$ cat src/rtl/exe_stage.sv
// -----------------------------------------------------------------------------
// exe_stage -- execute stage of a 32-bit in-order pipeline.
//
// Purpose:
//   Takes one decoded instruction per cycle from the issue slot, runs it
//   through the ALU (or the address adder for loads/stores) and registers the
//   result plus the forwarded control bits into the EX/MEM output register.
//   Keeps the architectural {N,Z,C,V} status register, which is updated only
//   by flag-setting ALU instructions that are actually captured.
//   Branch outcome and target are produced combinationally from the issue
//   slot so the front end can redirect in the same cycle.
//
// Configuration:
//   EXE_BRANCH_ADDR_EN  defined   -> branch_addr = pc_in + (sext(imm24) << 2)
//                       undefined -> branch_addr = 0 (ports still present)
//
// Ports:
//   clk            in   1   rising-edge clock
//   rst            in   1   asynchronous, active-low reset
//   valid_in       in   1   issue slot holds an instruction
//   exe_cmd        in   4   ALU command
//   mem_read       in   1   load  (ALU computes val_rn + val2 address)
//   mem_write      in   1   store (ALU computes val_rn + val2 address)
//   wb_en          in   1   instruction writes a register
//   s_in           in   1   instruction requests a status update
//   b_in           in   1   instruction is a branch
//   val_rn         in  32   first operand
//   val2           in  32   second operand (already shifted / immediate)
//   st_val_in      in  32   store data, forwarded unchanged
//   dest_in        in   4   destination register index
//   pc_in          in  32   PC used as the branch base
//   imm24          in  24   signed word offset of the branch
//   freeze         in   1   hold every register, including status
//   flush          in   1   kill the instruction currently being captured
//   valid_out      out  1   registered: output slot holds an instruction
//   alu_result     out 32   registered ALU / address result
//   st_val         out 32   registered store data
//   dest           out  4   registered destination index
//   wb_en_out      out  1   registered write-back enable
//   mem_read_out   out  1   registered load flag
//   mem_write_out  out  1   registered store flag
//   status         out  4   registered {N,Z,C,V}
//   branch_taken   out  1   combinational: valid_in & b_in & ~flush
//   branch_addr    out 32   combinational branch target (see configuration)
// -----------------------------------------------------------------------------
module exe_stage (
  input  logic        clk,
  input  logic        rst,

  input  logic        valid_in,
  input  logic [3:0]  exe_cmd,
  input  logic        mem_read,
  input  logic        mem_write,
  input  logic        wb_en,
  input  logic        s_in,
  input  logic        b_in,
  input  logic [31:0] val_rn,
  input  logic [31:0] val2,
  input  logic [31:0] st_val_in,
  input  logic [3:0]  dest_in,
  input  logic [31:0] pc_in,
  input  logic [23:0] imm24,

  input  logic        freeze,
  input  logic        flush,

  output logic        valid_out,
  output logic [31:0] alu_result,
  output logic [31:0] st_val,
  output logic [3:0]  dest,
  output logic        wb_en_out,
  output logic        mem_read_out,
  output logic        mem_write_out,
  output logic [3:0]  status,

  output logic        branch_taken,
  output logic [31:0] branch_addr
);

  // ---------------------------------------------------------------------------
  // Command encoding
  // ---------------------------------------------------------------------------
  typedef enum logic [3:0] {
    CMD_MOV = 4'b0001,
    CMD_MVN = 4'b1001,
    CMD_ADD = 4'b0010,
    CMD_ADC = 4'b0011,
    CMD_SUB = 4'b0100,  // also CMP
    CMD_SBC = 4'b0101,
    CMD_AND = 4'b0110,  // also TST
    CMD_ORR = 4'b0111,
    CMD_EOR = 4'b1000
  } alu_cmd_e;

  // Status bit positions inside {N,Z,C,V}.
  localparam int unsigned FLAG_N = 3;
  localparam int unsigned FLAG_Z = 2;
  localparam int unsigned FLAG_C = 1;
  localparam int unsigned FLAG_V = 0;

  // ---------------------------------------------------------------------------
  // Registers
  // ---------------------------------------------------------------------------
  logic        valid_q;
  logic [31:0] result_q;
  logic [31:0] st_val_q;
  logic [3:0]  dest_q;
  logic        wb_en_q;
  logic        mem_read_q;
  logic        mem_write_q;
  logic [3:0]  status_q;

  logic [31:0] result_d;
  logic [3:0]  status_d;

  alu_cmd_e    cmd;
  logic        mem_op;
  logic        capture;

  assign cmd     = alu_cmd_e'(exe_cmd);
  assign mem_op  = mem_read | mem_write;
  // Freeze gates capture here so it also wins over flush for status.
  assign capture = valid_in & ~freeze & ~flush;

  // ---------------------------------------------------------------------------
  // Shared 33-bit adder
  // Subtraction is a + ~b + cin: SUB uses cin=1, SBC uses cin=C, which gives
  // a - b - (~C). The carry out is then directly NOT borrow, so add- and
  // subtract-type ops take C from the same bit.
  // ---------------------------------------------------------------------------
  logic [31:0] adder_b;
  logic        adder_cin;
  logic [32:0] adder_sum;

  // NOTE: every signal written in an always_comb gets a default on entry, so
  // no path through the case leaves it unassigned and no latch is inferred.
  always_comb begin
    adder_b   = val2;
    adder_cin = 1'b0;
    if (!mem_op) begin
      case (cmd)
        CMD_ADC: adder_cin = status_q[FLAG_C];
        CMD_SUB: begin
          adder_b   = ~val2;
          adder_cin = 1'b1;
        end
        CMD_SBC: begin
          adder_b   = ~val2;
          adder_cin = status_q[FLAG_C];
        end
        default: ;
      endcase
    end
  end

  assign adder_sum = {1'b0, val_rn} + {1'b0, adder_b} + {32'd0, adder_cin};

  // ---------------------------------------------------------------------------
  // Result select and flag classification
  //   arith_op : ADD/ADC/SUB/SBC, updates all four flags
  //   known_op : any legal encoding; unknown codes leave status untouched
  // ---------------------------------------------------------------------------
  logic arith_op;
  logic known_op;

  always_comb begin
    result_d = '0;
    arith_op = 1'b0;
    known_op = 1'b1;
    if (mem_op) begin
      // Loads and stores always form the address, whatever exe_cmd says.
      result_d = adder_sum[31:0];
    end else begin
      case (cmd)
        CMD_MOV: result_d = val2;
        CMD_MVN: result_d = ~val2;
        CMD_ADD,
        CMD_ADC,
        CMD_SUB,
        CMD_SBC: begin
          result_d = adder_sum[31:0];
          arith_op = 1'b1;
        end
        CMD_AND: result_d = val_rn & val2;
        CMD_ORR: result_d = val_rn | val2;
        CMD_EOR: result_d = val_rn ^ val2;
        default: known_op = 1'b0;
      endcase
    end
  end

  // ---------------------------------------------------------------------------
  // Next status
  // Overflow: both addends (after the ~b for subtraction) share a sign and
  // the sum's sign differs from it.
  // ---------------------------------------------------------------------------
  logic flag_update;
  logic new_c;
  logic new_v;

  assign flag_update = capture & s_in & ~mem_read & ~mem_write & ~b_in & known_op;

  assign new_c = arith_op ? adder_sum[32] : status_q[FLAG_C];
  assign new_v = arith_op ? ((val_rn[31] == adder_b[31]) && (adder_sum[31] != val_rn[31]))
                          : status_q[FLAG_V];

  always_comb begin
    status_d = status_q;
    if (flag_update) begin
      status_d[FLAG_N] = result_d[31];
      status_d[FLAG_Z] = (result_d == 32'd0);
      status_d[FLAG_C] = new_c;
      status_d[FLAG_V] = new_v;
    end
  end

  // ---------------------------------------------------------------------------
  // EX/MEM output register and status register
  // Status is written at the same edge as the result, so an ADC/SBC in the
  // following slot reads the freshly written C straight from status_q.
  // ---------------------------------------------------------------------------
  // NOTE: sequential state uses non-blocking assignments so every register
  // samples the pre-edge values regardless of statement order.
  // NOTE: every register here is a plain flop and is cleared by reset; the
  // block holds no RAM, so nothing is left to come up undefined.
  always_ff @(posedge clk or negedge rst) begin
    if (!rst) begin
      valid_q     <= 1'b0;
      result_q    <= '0;
      st_val_q    <= '0;
      dest_q      <= '0;
      wb_en_q     <= 1'b0;
      mem_read_q  <= 1'b0;
      mem_write_q <= 1'b0;
      status_q    <= '0;
    end else if (!freeze) begin
      valid_q     <= valid_in & ~flush;
      result_q    <= result_d;
      st_val_q    <= st_val_in;
      dest_q      <= dest_in;
      // Killed or empty slots must not write back or touch memory.
      wb_en_q     <= capture & wb_en;
      mem_read_q  <= capture & mem_read;
      mem_write_q <= capture & mem_write;
      status_q    <= status_d;
    end
  end

  assign valid_out     = valid_q;
  assign alu_result    = result_q;
  assign st_val        = st_val_q;
  assign dest          = dest_q;
  assign wb_en_out     = wb_en_q;
  assign mem_read_out  = mem_read_q;
  assign mem_write_out = mem_write_q;
  assign status        = status_q;

  // ---------------------------------------------------------------------------
  // Branch resolution (combinational, independent of freeze)
  // ---------------------------------------------------------------------------
  assign branch_taken = valid_in & b_in & ~flush;

`ifdef EXE_BRANCH_ADDR_EN
  // imm24 is a signed word offset: sign-extend to 30 bits, then x4.
  assign branch_addr = pc_in + {{6{imm24[23]}}, imm24, 2'b00};
`else
  logic unused_branch_bits;
  assign unused_branch_bits = ^{pc_in, imm24};
  assign branch_addr        = '0;
`endif

endmodule

$ cat config.mk
export PLATFORM = sky130hd
export DESIGN_NAME = exe_stage
export DESIGN_NICKNAME = d
export VERILOG_FILES = /design/src/rtl/exe_stage.sv
export SDC_FILE = /design/constraint.sdc
export NUM_CORES = 1
export LEC_CHECK = 0
export CORE_MARGIN = 4
export CORE_UTILIZATION = 47
export CTS_CLUSTER_SIZE = 25
export DETAILED_ROUTE_END_ITERATION = 7
export GPL_ROUTABILITY_DRIVEN = 0
export PLACE_DENSITY = 0.82
export SKIP_CTS_REPAIR_TIMING = 1
export SLEW_MARGIN = 15
export SYNTH_ARGS = -nofsm -noshare
export SYNTH_HDL_FRONTEND = slang
export SYNTH_SLANG_ARGS = --single-unit
$ cat constraint.sdc
create_clock -name clk -period 4.42 [get_ports clk]
set_clock_uncertainty 0.2 [all_clocks]
set_input_delay 0.884 -clock clk [delete_from_list [all_inputs] [get_ports clk]]
set_output_delay 0.884 -clock clk [all_outputs]
set_load 0.005 [all_outputs]
==> run metrics <==
CTS Buf Count=9; worst hold path class=flip-flop to flip-flop; final instance area=0.0119 mm^2; top cell type's share of synthesized area=23.2%; Synth top cells by count=ha_1 (95), dfrtp_1 (76), inv_1 (73); r2r setup slk=330 ps; buffers added on ports=190; Final Critical Period=4720 ps; Final Setup Violations=4; Reg area=0.00190 mm^2; Via density=5.82; Cell Area, Placed=0.0113 mm^2; CP Data Arrival Time=4760 ps; Cell Chain, Critical Path=clkbuf_2 > or2_4 > nor4b_4 > buf_6 > clkbuf_16 > xnor2_4 > fa_2 > a21o_1 > a41oi_2 > buf_4 > buf_4 > a211o_1 > nand3_1 > a32o_2 > nor4_2 > nand4_1 > nor4_4 > nand3_1 > o31ai_4; part of the cycle the worst path needs=107%; Max Freq=212 MHz; # IOs=279; clk buf depth=2; largest net degree at the start of global routing=77; final WL=29,700 um; CTS tree=done; Post-synth ARST share=100%; Synth Area per Inst=8.81 um^2; ANT nets after route=0; drt pass-1 iters=6; startpoint types=primary input; Max Cap Viol=0; violated checks=setup timing; Critical Path RT=4460 ps; Synth Flop Type=dfrtp_1; area grow syn2layout=44.5%; vias in the first global route=8,630; worst skew pair latency=340 ps; clock-pin slew on the worst setup and hold paths=60 ps; crit path max-delay cell type=fa_2; FILL cells=1,240; DRC=0; Root Driver=clkbuf_16; RR Endpoint=status[2]$_DFFE_PN0P_; Seq/Total Area, Yosys=23.2%; WHS Path Cells=1; violation count after the first detailed-route iteration=971; worst-path fanout max=5; CP endpoint kind=flip-flop; die height=140 um; largest area contributor in the netlist=dfrtp_1; relative slew slack=35.7%; Post-synth EDFFs=0; Worst IR Drop VDD=0.232 mV; area of the multi-input gates=0.00572 mm^2; GR Util All Layers=28.2%; Synth area leaders=dfrtp_1 (23%), ha_1 (14%), mux2_2 (8.1%); FF-to-FF path depth=16; Setup TNS Final=-496 ps; Final WS setup=-298 ps; die area=0.0196 mm^2; Final #Nets=1,537; crit-path max cell delay=420 ps; total clock sinks=76; dpl hpwl=22,800 um; Antenna Diode Count=0; Yosys cell types=86; Hold Path End=st_val[3]$_DFFE_PN0N_; worst slew pin tran=965 ps; Slew Viols, Final=0; DR vias=8,725; synth warn=0; Die Width=140 um; FF+latch count, synth=76; static leakage=5.46 nW; critical path class=primary input to flip-flop; Remaining Overflow, GRT=0; final hold vios=0; PD cells=262 mW/mm^2; launch point of the worst reg-to-reg path=status[1]$_DFFE_PN0P_; FP Rows=48; Synth Instances=932; initial antenna violation count=0; layout cells sized above 1=25.7%; outcome=finished, violations left; Initial Util=47.6%; Mapped Area=0.00821 mm^2; wire per inst=19.8 um; Core Area=0.0172 mm^2; RSZ-0062 raised after global routing=yes; global-route wire length before repair=44,800 um; hold wc startpoint=st_val[3]$_DFFE_PN0N_; Max H-tree Level=3; Worst Setup SP=mem_write; most common cell in the synthesized netlist=ha_1
## logic make-up (layout without fill, tap and decap cells)
family                   Yosys count  in the layout  share of synthesized area, %
other                              1             32                        0.0457
buffers and inverters            159            470                          10.7
multiplexers                      80             80                          10.7
AO/OA/AOI/OAI                    252            252                          21.4
XOR/XNOR                          56             56                          6.07
adder cells (fa/ha/maj)           97             97                          15.0
flip-flops                        76             76                          23.2
AND/OR/NAND/NOR                  211            211                          13.0
## power by group
part / switching, mW / leakage [nW] / total [mW] / internal, mW
Sequential: 0.0675 / 0.910 / 0.875 / 0.808
Combinational: 0.717 / 4.41 / 1.55 / 0.836
Clock: 0.271 / 0.135 / 0.677 / 0.406
Total: 1.05 / 5.46 / 3.10 / 2.05
## worst max-delay path by stage
| stage | to | cells past startpoint |
|---|---|---|
| floorplan | status[2]$_DFFE_PN0P_ | 18 |
| global placement | status[2]$_DFFE_PN0P_ | 17 |
| detailed placement | status[2]$_DFFE_PN0P_ | 17 |
| CTS | status[2]$_DFFE_PN0P_ | 17 |
| global route | status[2]$_DFFE_PN0P_ | 18 |
| finish | status[2]$_DFFE_PN0P_ | 19 |
## flip-flops by register name, indices dropped and copies added (netlist names)
signal,cells
dest,4
alu_result,32
st_val,32
wb_en_out,1
valid_out,1
mem_read_out,1
status,4
mem_write_out,1
## cells in the final DEF, fill, tap and decap left out, drive strengths merged, types with 12 or more instances in the layout
cell           netlist  routed
nor3                12      12
a21o                13      13
o22ai               22      22
a21oi               55      55
mux2                60      60
ha                  95      95
xor2                16      16
conb                 1      32
buf                 65     193
inv                 74      74
mux2i               20      20
a221oi              15      15
nand2               74      74
clkbuf              20      16
nor2                54      54
dfrtp               76      76
clkdlybuf4s50        0     182
a211oi              14      14
nand3               13      13
nand4               12      12
xnor2               40      40
o21ai               58      58
## area by class of cell
type	count	share of cell area, %
well taps	225	2.37
multi-input cells	728	48.2
clock buffers	13	2.19
clock inverters	2	0.0844
inverters	74	2.34
flip-flops and latches	76	16.0
repair buffers	381	28.7
## per-stage QoR
stage | cells | power [mW] | setup WS [ps] | util [%] | hold slack [ps]
5_1_grt | 1499 | 3.25 | -382 | 68.8 | 313
3_5_place_dp | 1477 | 2.35 | -924 | 65.8 | 278
3_3_place_gp | 1477 | 2.30 | -797 | 65.8 | 263
6_report | 1499 | 3.10 | -298 | 68.8 | 301
2_1_floorplan | 963 | 1.56 | -494 | - | 272
4_1_cts | 1492 | 3.05 | -669 | 67.4 | 304
## critical path: cells and delay by family
kind	cells	cell delay [ps]
fa+ha+maj	1	420
simple gates	7	1430
xor+xnor	1	90
compound gates	5	1150
buf+inv	5	770
## routing by layer
layer  GRT usage (%)  up-vias  part of all wire [%]  wire [um]
met2            49.3      454                    50      14900
met4            11.1        0                   4.7       1390
met5               0        -                     0          0
met1            34.2     4191                    37      11100
li1                -     3962                     -          -
met3            5.19      118                   7.9       2340
(Power assumes the default switching activity.)
